<file path="src/rtl/control_unit.sv">
// Hardwired control sequencer: fetches, decodes IR[31:27] and steps through the
// per-class T-step micro-sequence, driving every datapath strobe as a Moore output.
module control_unit #(
   parameter bit RESET_RUN = 1'b1
) (
   input  logic        Clock,
   input  logic        clear,
   input  logic [31:0] IR,
   input  logic        CON_FF,
   input  logic        Stop,
   output logic [4:0]  opcode,
   output logic        Gra, Grb, Grc, Rin, Rout, BAout,
   output logic        HIin, LOin, Yin, Zin, PCin, IRin, MARin, MDRin,
   output logic        Inportin, Outportin, CONin,
   output logic        HIout, LOout, Zhighout, Zlowout, PCout, MDRout, Inportout, Cout,
   output logic        Read, Write, IncPC,
   output logic        Run
);

   typedef enum logic [3:0] {RST, F0, F1, F2, T3, T4, T5, T6, T7, HALT} state_t;
   typedef enum logic [3:0] {
      C_NOP, C_ALU, C_IMM, C_MULDIV, C_NEGNOT, C_LD, C_LDI, C_ST,
      C_BR, C_JR, C_IN, C_OUT, C_MFHI, C_MFLO, C_HALT
   } iclass_t;

   state_t     state, next_state, last_state;
   iclass_t    iclass;
   logic [4:0] op;

   assign op = IR[31:27];

   // Instruction class and the final T-step of that class; F2 means no execute steps.
   always_comb begin
      iclass = C_NOP;
      case (op)
         5'd0:                               iclass = C_LD;
         5'd1:                               iclass = C_LDI;
         5'd2:                               iclass = C_ST;
         5'd3, 5'd4, 5'd5, 5'd6,
         5'd7, 5'd8, 5'd9, 5'd10:            iclass = C_ALU;
         5'd11, 5'd12, 5'd13:                iclass = C_IMM;
         5'd14, 5'd15:                       iclass = C_MULDIV;
         5'd16, 5'd17:                       iclass = C_NEGNOT;
         5'd18:                              iclass = C_BR;
         5'd19:                              iclass = C_JR;
         5'd21:                              iclass = C_IN;
         5'd22:                              iclass = C_OUT;
         5'd23:                              iclass = C_MFHI;
         5'd24:                              iclass = C_MFLO;
         5'd26:                              iclass = C_HALT;
         default:                            iclass = C_NOP;
      endcase
      last_state = F2;
      case (iclass)
         C_ALU, C_IMM, C_LDI:                last_state = T5;
         C_MULDIV, C_BR:                     last_state = T6;
         C_NEGNOT:                           last_state = T4;
         C_LD, C_ST:                         last_state = T7;
         C_JR, C_IN, C_OUT, C_MFHI, C_MFLO:  last_state = T3;
         default:                            last_state = F2;
      endcase
   end

   always_ff @(posedge Clock or negedge clear) begin
      if (!clear) state <= RST;
      else        state <= next_state;
   end

   // Next state plus strobe decode; Stop only matters on the final step of an instruction.
   always_comb begin
      next_state = F0;
      opcode = 5'b00000;
      {Gra, Grb, Grc, Rin, Rout, BAout} = '0;
      {HIin, LOin, Yin, Zin, PCin, IRin, MARin, MDRin, Inportin, Outportin, CONin} = '0;
      {HIout, LOout, Zhighout, Zlowout, PCout, MDRout, Inportout, Cout} = '0;
      {Read, Write, IncPC} = '0;
      Run = (state != RST) && (state != HALT);

      case (state)
         RST:  next_state = RESET_RUN ? F0 : RST;
         HALT: next_state = HALT;
         F0:   next_state = F1;
         F1:   next_state = F2;
         F2: begin
            if (iclass == C_HALT)        next_state = HALT;
            else if (last_state == F2)   next_state = Stop ? HALT : F0;
            else                         next_state = T3;
         end
         T3, T4, T5, T6, T7: begin
            if (state == last_state) next_state = Stop ? HALT : F0;
            else begin
               case (state)
                  T3:      next_state = T4;
                  T4:      next_state = T5;
                  T5:      next_state = T6;
                  T6:      next_state = T7;
                  default: next_state = F0;
               endcase
            end
         end
         default: next_state = F0;
      endcase

      case (state)
         F0: begin PCout = 1'b1; MARin = 1'b1; IncPC = 1'b1; Zin = 1'b1; end
         F1: begin Zlowout = 1'b1; PCin = 1'b1; Read = 1'b1; MDRin = 1'b1; end
         F2: begin MDRout = 1'b1; IRin = 1'b1; end
         T3: begin
            case (iclass)
               C_ALU, C_IMM:     begin Grb = 1'b1; Rout = 1'b1; Yin = 1'b1; end
               C_MULDIV:         begin Gra = 1'b1; Rout = 1'b1; Yin = 1'b1; end
               C_NEGNOT:         begin Grb = 1'b1; Rout = 1'b1; Zin = 1'b1; opcode = op; end
               C_LD, C_LDI, C_ST: begin Grb = 1'b1; BAout = 1'b1; Yin = 1'b1; end
               C_BR:             begin Gra = 1'b1; Rout = 1'b1; CONin = 1'b1; end
               C_JR:             begin Gra = 1'b1; Rout = 1'b1; PCin = 1'b1; end
               C_IN:             begin Inportout = 1'b1; Gra = 1'b1; Rin = 1'b1; end
               C_OUT:            begin Gra = 1'b1; Rout = 1'b1; Outportin = 1'b1; end
               C_MFHI:           begin HIout = 1'b1; Gra = 1'b1; Rin = 1'b1; end
               C_MFLO:           begin LOout = 1'b1; Gra = 1'b1; Rin = 1'b1; end
               default: ;
            endcase
         end
         T4: begin
            case (iclass)
               C_ALU:            begin Grc = 1'b1; Rout = 1'b1; Zin = 1'b1; opcode = op; end
               C_IMM:            begin Cout = 1'b1; Zin = 1'b1; opcode = op; end
               C_MULDIV:         begin Grb = 1'b1; Rout = 1'b1; Zin = 1'b1; opcode = op; end
               C_NEGNOT:         begin Zlowout = 1'b1; Gra = 1'b1; Rin = 1'b1; end
               C_LD, C_LDI, C_ST: begin Cout = 1'b1; Zin = 1'b1; opcode = 5'b00011; end
               C_BR:             begin PCout = 1'b1; Yin = 1'b1; end
               default: ;
            endcase
         end
         T5: begin
            case (iclass)
               C_ALU, C_IMM, C_LDI: begin Zlowout = 1'b1; Gra = 1'b1; Rin = 1'b1; end
               C_MULDIV:         begin Zlowout = 1'b1; LOin = 1'b1; end
               C_LD, C_ST:       begin Zlowout = 1'b1; MARin = 1'b1; end
               C_BR:             begin Cout = 1'b1; Zin = 1'b1; opcode = 5'b00011; end
               default: ;
            endcase
         end
         T6: begin
            case (iclass)
               C_MULDIV:         begin Zhighout = 1'b1; HIin = 1'b1; end
               C_LD:             begin Read = 1'b1; MDRin = 1'b1; end
               C_ST:             begin Gra = 1'b1; Rout = 1'b1; MDRin = 1'b1; end
               C_BR:             begin Zlowout = 1'b1; PCin = CON_FF; end
               default: ;
            endcase
         end
         T7: begin
            case (iclass)
               C_LD:             begin MDRout = 1'b1; Gra = 1'b1; Rin = 1'b1; end
               C_ST:             Write = 1'b1;
               default: ;
            endcase
         end
         default: ;
      endcase
   end

endmodule

</file>
<file path="config.mk">
export PLATFORM = sky130hd
export DESIGN_NAME = control_unit
export DESIGN_NICKNAME = d
export VERILOG_FILES = /design/src/rtl/control_unit.sv
export SDC_FILE = /design/constraint.sdc
export NUM_CORES = 1
export LEC_CHECK = 0
export ABC_CLOCK_PERIOD_IN_PS = 4600
export CAP_MARGIN = 40
export CORE_AREA = 5 5 67 69
export CTS_CLUSTER_SIZE = 25
export DETAILED_ROUTE_END_ITERATION = 10
export DIE_AREA = 0 0 72 74
export GPL_ROUTABILITY_DRIVEN = 0
export HOLD_SLACK_MARGIN = 0.08
export PLACE_DENSITY_LB_ADDON = 0.05
export SETUP_SLACK_MARGIN = 0.15
export SLEW_MARGIN = 20
export SYNTH_ARGS = -nofsm -noshare
export SYNTH_HDL_FRONTEND = slang
export SYNTH_SLANG_ARGS = --single-unit
</file>
<file path="constraint.sdc">
create_clock -name Clock -period 4.6 [get_ports Clock]
set_input_delay 1.38 -clock Clock [delete_from_list [all_inputs] [get_ports Clock]]
set_output_delay 1.38 -clock Clock [all_outputs]
set_load 0.01 [all_outputs]
</file>
==> metrics list <==
* Total placed cells including tap cells: roughly 330
- Across all setup checks in the final design, the least slack found is -466 ps.
- TritonCTS built the clock tree.
* Sequential share of power: 0.134
- Initial antenna violation count: 0
- Dividing total power by cell area gives a power density of 326 nW/µm².
- Measured against its own limit, the worst slew margin works out to 0.659.
- Number of cells traversed by the worst hold path: 2
- In this run the worst hold path is classified as reg -> reg.
* Global route total overflow: 0
* Worst-case reg-to-reg path depth: 5
- After layout, the minimum clock period comes to between 5000 and 6000 ps.
* Number of antenna repair diodes: 0
- Fillcell total: approximately 310
* Average detailed-routed wire length per instance: between 15 and 20 µm
* Multi-input combinational cell area: about 1400 µm²
- Sequential Area: between 100 and 150 µm²
* Required time at the endpoint of the critical path: 3220 ps
* Post-Route Setup TNS: -5800 ps
- Part of the Yosys area used for sequential elements: 0.0740
- The largest registers in the layout are state x4.
- For this run, design rule violations remaining after detail routing come to 0.
- FF-to-FF End: state[3]$_DFF_PN0_
* Clock transition at the register clock pins on the worst setup and hold paths after CTS: 30 ps
- For this run, the number of standard cells in the final layout without fillers is ~360.
- CP startpoint kind: input port
* Static leakage: between 1 and 1.5 nW
- For this run, the total global-route usage over all layers was measured as 0.227.
- Timing would allow up to ~200 MHz.
- The clock passes through at most 2 buffers.
- Largest Register: state
- End point of the most critical hold path: state[1]$_DFF_PN0_
- Setup repair after global routing could not meet its margin everywhere.
* Relative contribution of combinational cells to total power: 0.787
- Layout net count: 359
- Post-route clock period utilization: 1.10
- CTS saw 4 sinks.
* Final Hold Fails: 0
* Post-synth design cell area: roughly 1400 µm²
* Die footprint: around 5300 µm²
- Of the total power, the clock network draws 0.079.
- After floorplanning, the core was divided into 23 placement rows.
* Reg2reg setup slack: around 2800 ps
- Entering global routing, the biggest net connects 17 pins.
- Once detail routing completed, the nets flagged for antenna violations numbered 0.
- The first detailed-routing pass ran for 4 iterations.
- The Yosys step of the flow raised 0 warnings.
* Setup violators final: 23
* CTS root buf: sky130_fd_sc_hd__clkbuf_8
- Averaged over all synthesized cells, the footprint is about 6.7 µm².
- Summed over all nets, the half-perimeter wirelength after detailed placement is around 4100 µm.
- Number of buffers and inverters on the critical path: 6
- Number of design-rule violations left by the first detailed-router iteration: approximately 150
- Number of flip-flops in the largest register: 4
- Cell internal power dissipation: 0.437 mW
- I/O pin count: 70
* Unique masters post-synth: 64
- Endpoint class of the critical path: output port
* Cell-by-cell listing of the critical path: dlygate4sd2_1, or2_2, o22ai_2, a31oi_4, inv_4, buf_6, buf_6, nor2_4, buf_4, o21ai_0, a21oi_1, or3b_4, buf_2
- Vertical die dimension: 74 µm
* Largest stage delay on the critical path: 400 ps
* Fraction of layout instances using a drive strength above 1: 0.561
- Net count after synthesis: between 200 and 250
- The kind of cell with the highest combined delay along the critical path is buffers and inverters.
- TritonCTS created 3 clock buffers.
- WHS: approximately 750 ps
- CTS built an H-tree with a depth of 1.
- In this design, the critical path's most frequently occurring cell is sky130_fd_sc_hd__buf_6.
- Reg-to-Reg Start: state[1]$_DFF_PN0_
- In this run, synthesis produced a sequential element count of 4.
* Final setup skew: about 2.4 ps
- Violations in the final reports: negative setup slack
- CP arrival: between 3000 and 4000 ps
* Starting utilization of the core area: 0.351
* Switching share of total power: 0.508
- Clock latency on the worst-skew pair, taken at its later pin, is about 210 ps.
- Number of buffers added on ports: roughly 40
- Global-route wire length before repair: 9670 µm
- The final layout contains routed wiring with a total length of around 6400 µm.
* Hold Startpoint: state[1]$_DFF_PN0_
* Startpoint-to-endpoint class of the critical path: in -> out
- In this run, post-CTS hold repair placed 0 buffers.
* Least-Margin Pin Slew: 512 ps
- The number of pins exceeding their max-slew limit in the final report was 0.
- After floorplanning, the core was sized to cover 3860 µm².
- In this run the power spent charging and discharging nets is ~0.45 mW.
- Die W: 72 µm
* Maximum resistive drop on vdd: approximately 0.15 mV
- DR vias/cell: approximately 5.6
* Share of synthesized flip-flops with an asynchronous set or reset: 1.00
* Number of enable-type register cells in the synthesized netlist: 0
* Synth-to-layout area growth: 101%
- Measured on the finished design, the core utilization comes to 0.706.
* Worst-case setup slack after placement: -1210 ps
* Maximum fanout count along the critical path: 7
* Slowest library cell on the worst path: sky130_fd_sc_hd__or3b_4
* Vias: roughly 2,000
- The tool flagged a number of max-cap violations equal to 0.
- The number of global-route vias before repair is slightly above 2,000.
- Number of standard cells after synthesis: 201
- In the synthesized netlist the dominant register cell turns out to be sky130_fd_sc_hd__dfrtp_1.
* Run status: complete, but fails checks
[routing by layer]
metal  wire length [µm]  track usage
met5                  0            0
met4                205        0.106
met3                330       0.0284
met2               3300        0.417
met1               2540        0.263
[synthesized netlist by cell type (all sizes together), types with 2 or more instances]
master	count	area share
o32ai	3	0.025
buf	9	0.042
o31ai	3	0.017
ha	7	0.065
or3	6	0.031
nand2	26	0.074
or2b	2	0.011
a211oi	2	0.011
a31oi	5	0.034
o211ai	3	0.017
mux2	2	0.017
inv	10	0.030
nor3	6	0.022
nor2b	6	0.033
nor2	19	0.056
o21ai	9	0.033
xnor2	2	0.013
xor2	2	0.013
a21oi	8	0.035
dfrtp	4	0.074
nand3	9	0.033
o22ai	5	0.032
nor4	3	0.014
and2	4	0.018
o21a	2	0.011
a21boi	3	0.017
clkbuf	5	0.014
and3	5	0.023
a21o	4	0.022
or2	3	0.014
nand2b	4	0.018
nand4	4	0.018
[power groups by stage]
stage / Clock [mW] / Combinational, mW / Sequential (mW)
detailed placement: 0 / 0.598 / 0.115
global route: 0.0745 / 0.751 / 0.127
finish: 0.0706 / 0.699 / 0.119
floorplan: 0 / 0.374 / 0.0648
global placement: 0 / 0.593 / 0.117
CTS: 0.0723 / 0.648 / 0.116
[how the worst max path moves through the flow]
stage / startpoint / endpoint / slack, ps / depth (start not counted)
2_1_floorplan: IR[28] / Zin / 120 / 10
3_3_place_gp: IR[28] / opcode[4] / -1190 / 12
3_5_place_dp: IR[28] / opcode[4] / -1210 / 12
4_1_cts: IR[27] / opcode[0] / -390 / 14
5_1_grt: IR[27] / Gra / -530 / 12
6_report: IR[29] / Gra / -470 / 13
[tightest hold or removal path: stages, from the launching register on]
cell                       delay [ps]
sky130_fd_sc_hd__dfrtp_1          520
sky130_fd_sc_hd__nand2_1          120
sky130_fd_sc_hd__a21boi_1          60
[kinds of logic (layout without fill, tap and decap cells)]
family / count (synthesis) / in the layout / share of synthesized area
AND/OR/NAND/NOR: 102 / 102 / 0.405
AO/OA/AOI/OAI: 56 / 56 / 0.318
buffers and inverters: 24 / 137 / 0.0851
adder cells (fa/ha/maj): 7 / 7 / 0.0648
XOR/XNOR: 4 / 4 / 0.0259
flip-flops: 4 / 4 / 0.0740
multiplexers: 3 / 3 / 0.0241
other: 1 / 1 / 0.00277
[repair_timing]
item / in CTS / in global routing
endpoints found under the setup margin: 30 / 30
pin swaps: 20 / 4
resized for setup: 193 / 32
cloned: 0 / 0
setup buffers: 28 / 6
[cell usage in the layout (no fill, tap or decap), types with 4 or more instances in the layout]
cell type                         synthesis  routed
sky130_fd_sc_hd__nor2_1                  17      11
sky130_fd_sc_hd__inv_1                    8       8
sky130_fd_sc_hd__nor2b_1                  5       5
sky130_fd_sc_hd__a21oi_1                  6       5
sky130_fd_sc_hd__buf_2                    3      22
sky130_fd_sc_hd__a21o_1                   4       4
sky130_fd_sc_hd__clkdlybuf4s50_1          0       6
sky130_fd_sc_hd__nor3_1                   6       4
sky130_fd_sc_hd__buf_6                    1      32
sky130_fd_sc_hd__buf_4                    3      56
sky130_fd_sc_hd__dfrtp_1                  4       4
sky130_fd_sc_hd__nand3_1                  9       7
sky130_fd_sc_hd__nor2_2                   2       6
sky130_fd_sc_hd__nand4_1                  4       4
sky130_fd_sc_hd__o21ai_1                  1       5
sky130_fd_sc_hd__nand2_1                 25      25
[metrics by stage]
step | total power [mW] | instance area (µm²)
2_1_floorplan | 0.439 | 1400
3_5_place_dp | 0.713 | 2160
4_1_cts | 0.836 | 2560
6_report | 0.889 | 2720
5_1_grt | 0.952 | 2720
3_3_place_gp | 0.710 | 2160
[final cells by class]
type	count	share of cell area
repair buffers	124	0.385
inverters	10	0.0147
clock buffers	3	0.0152
multi-input cells	173	0.525
well taps	50	0.0230
flip-flops and latches	4	0.0367
No activity file was read; power rests on OpenSTA's default activity.
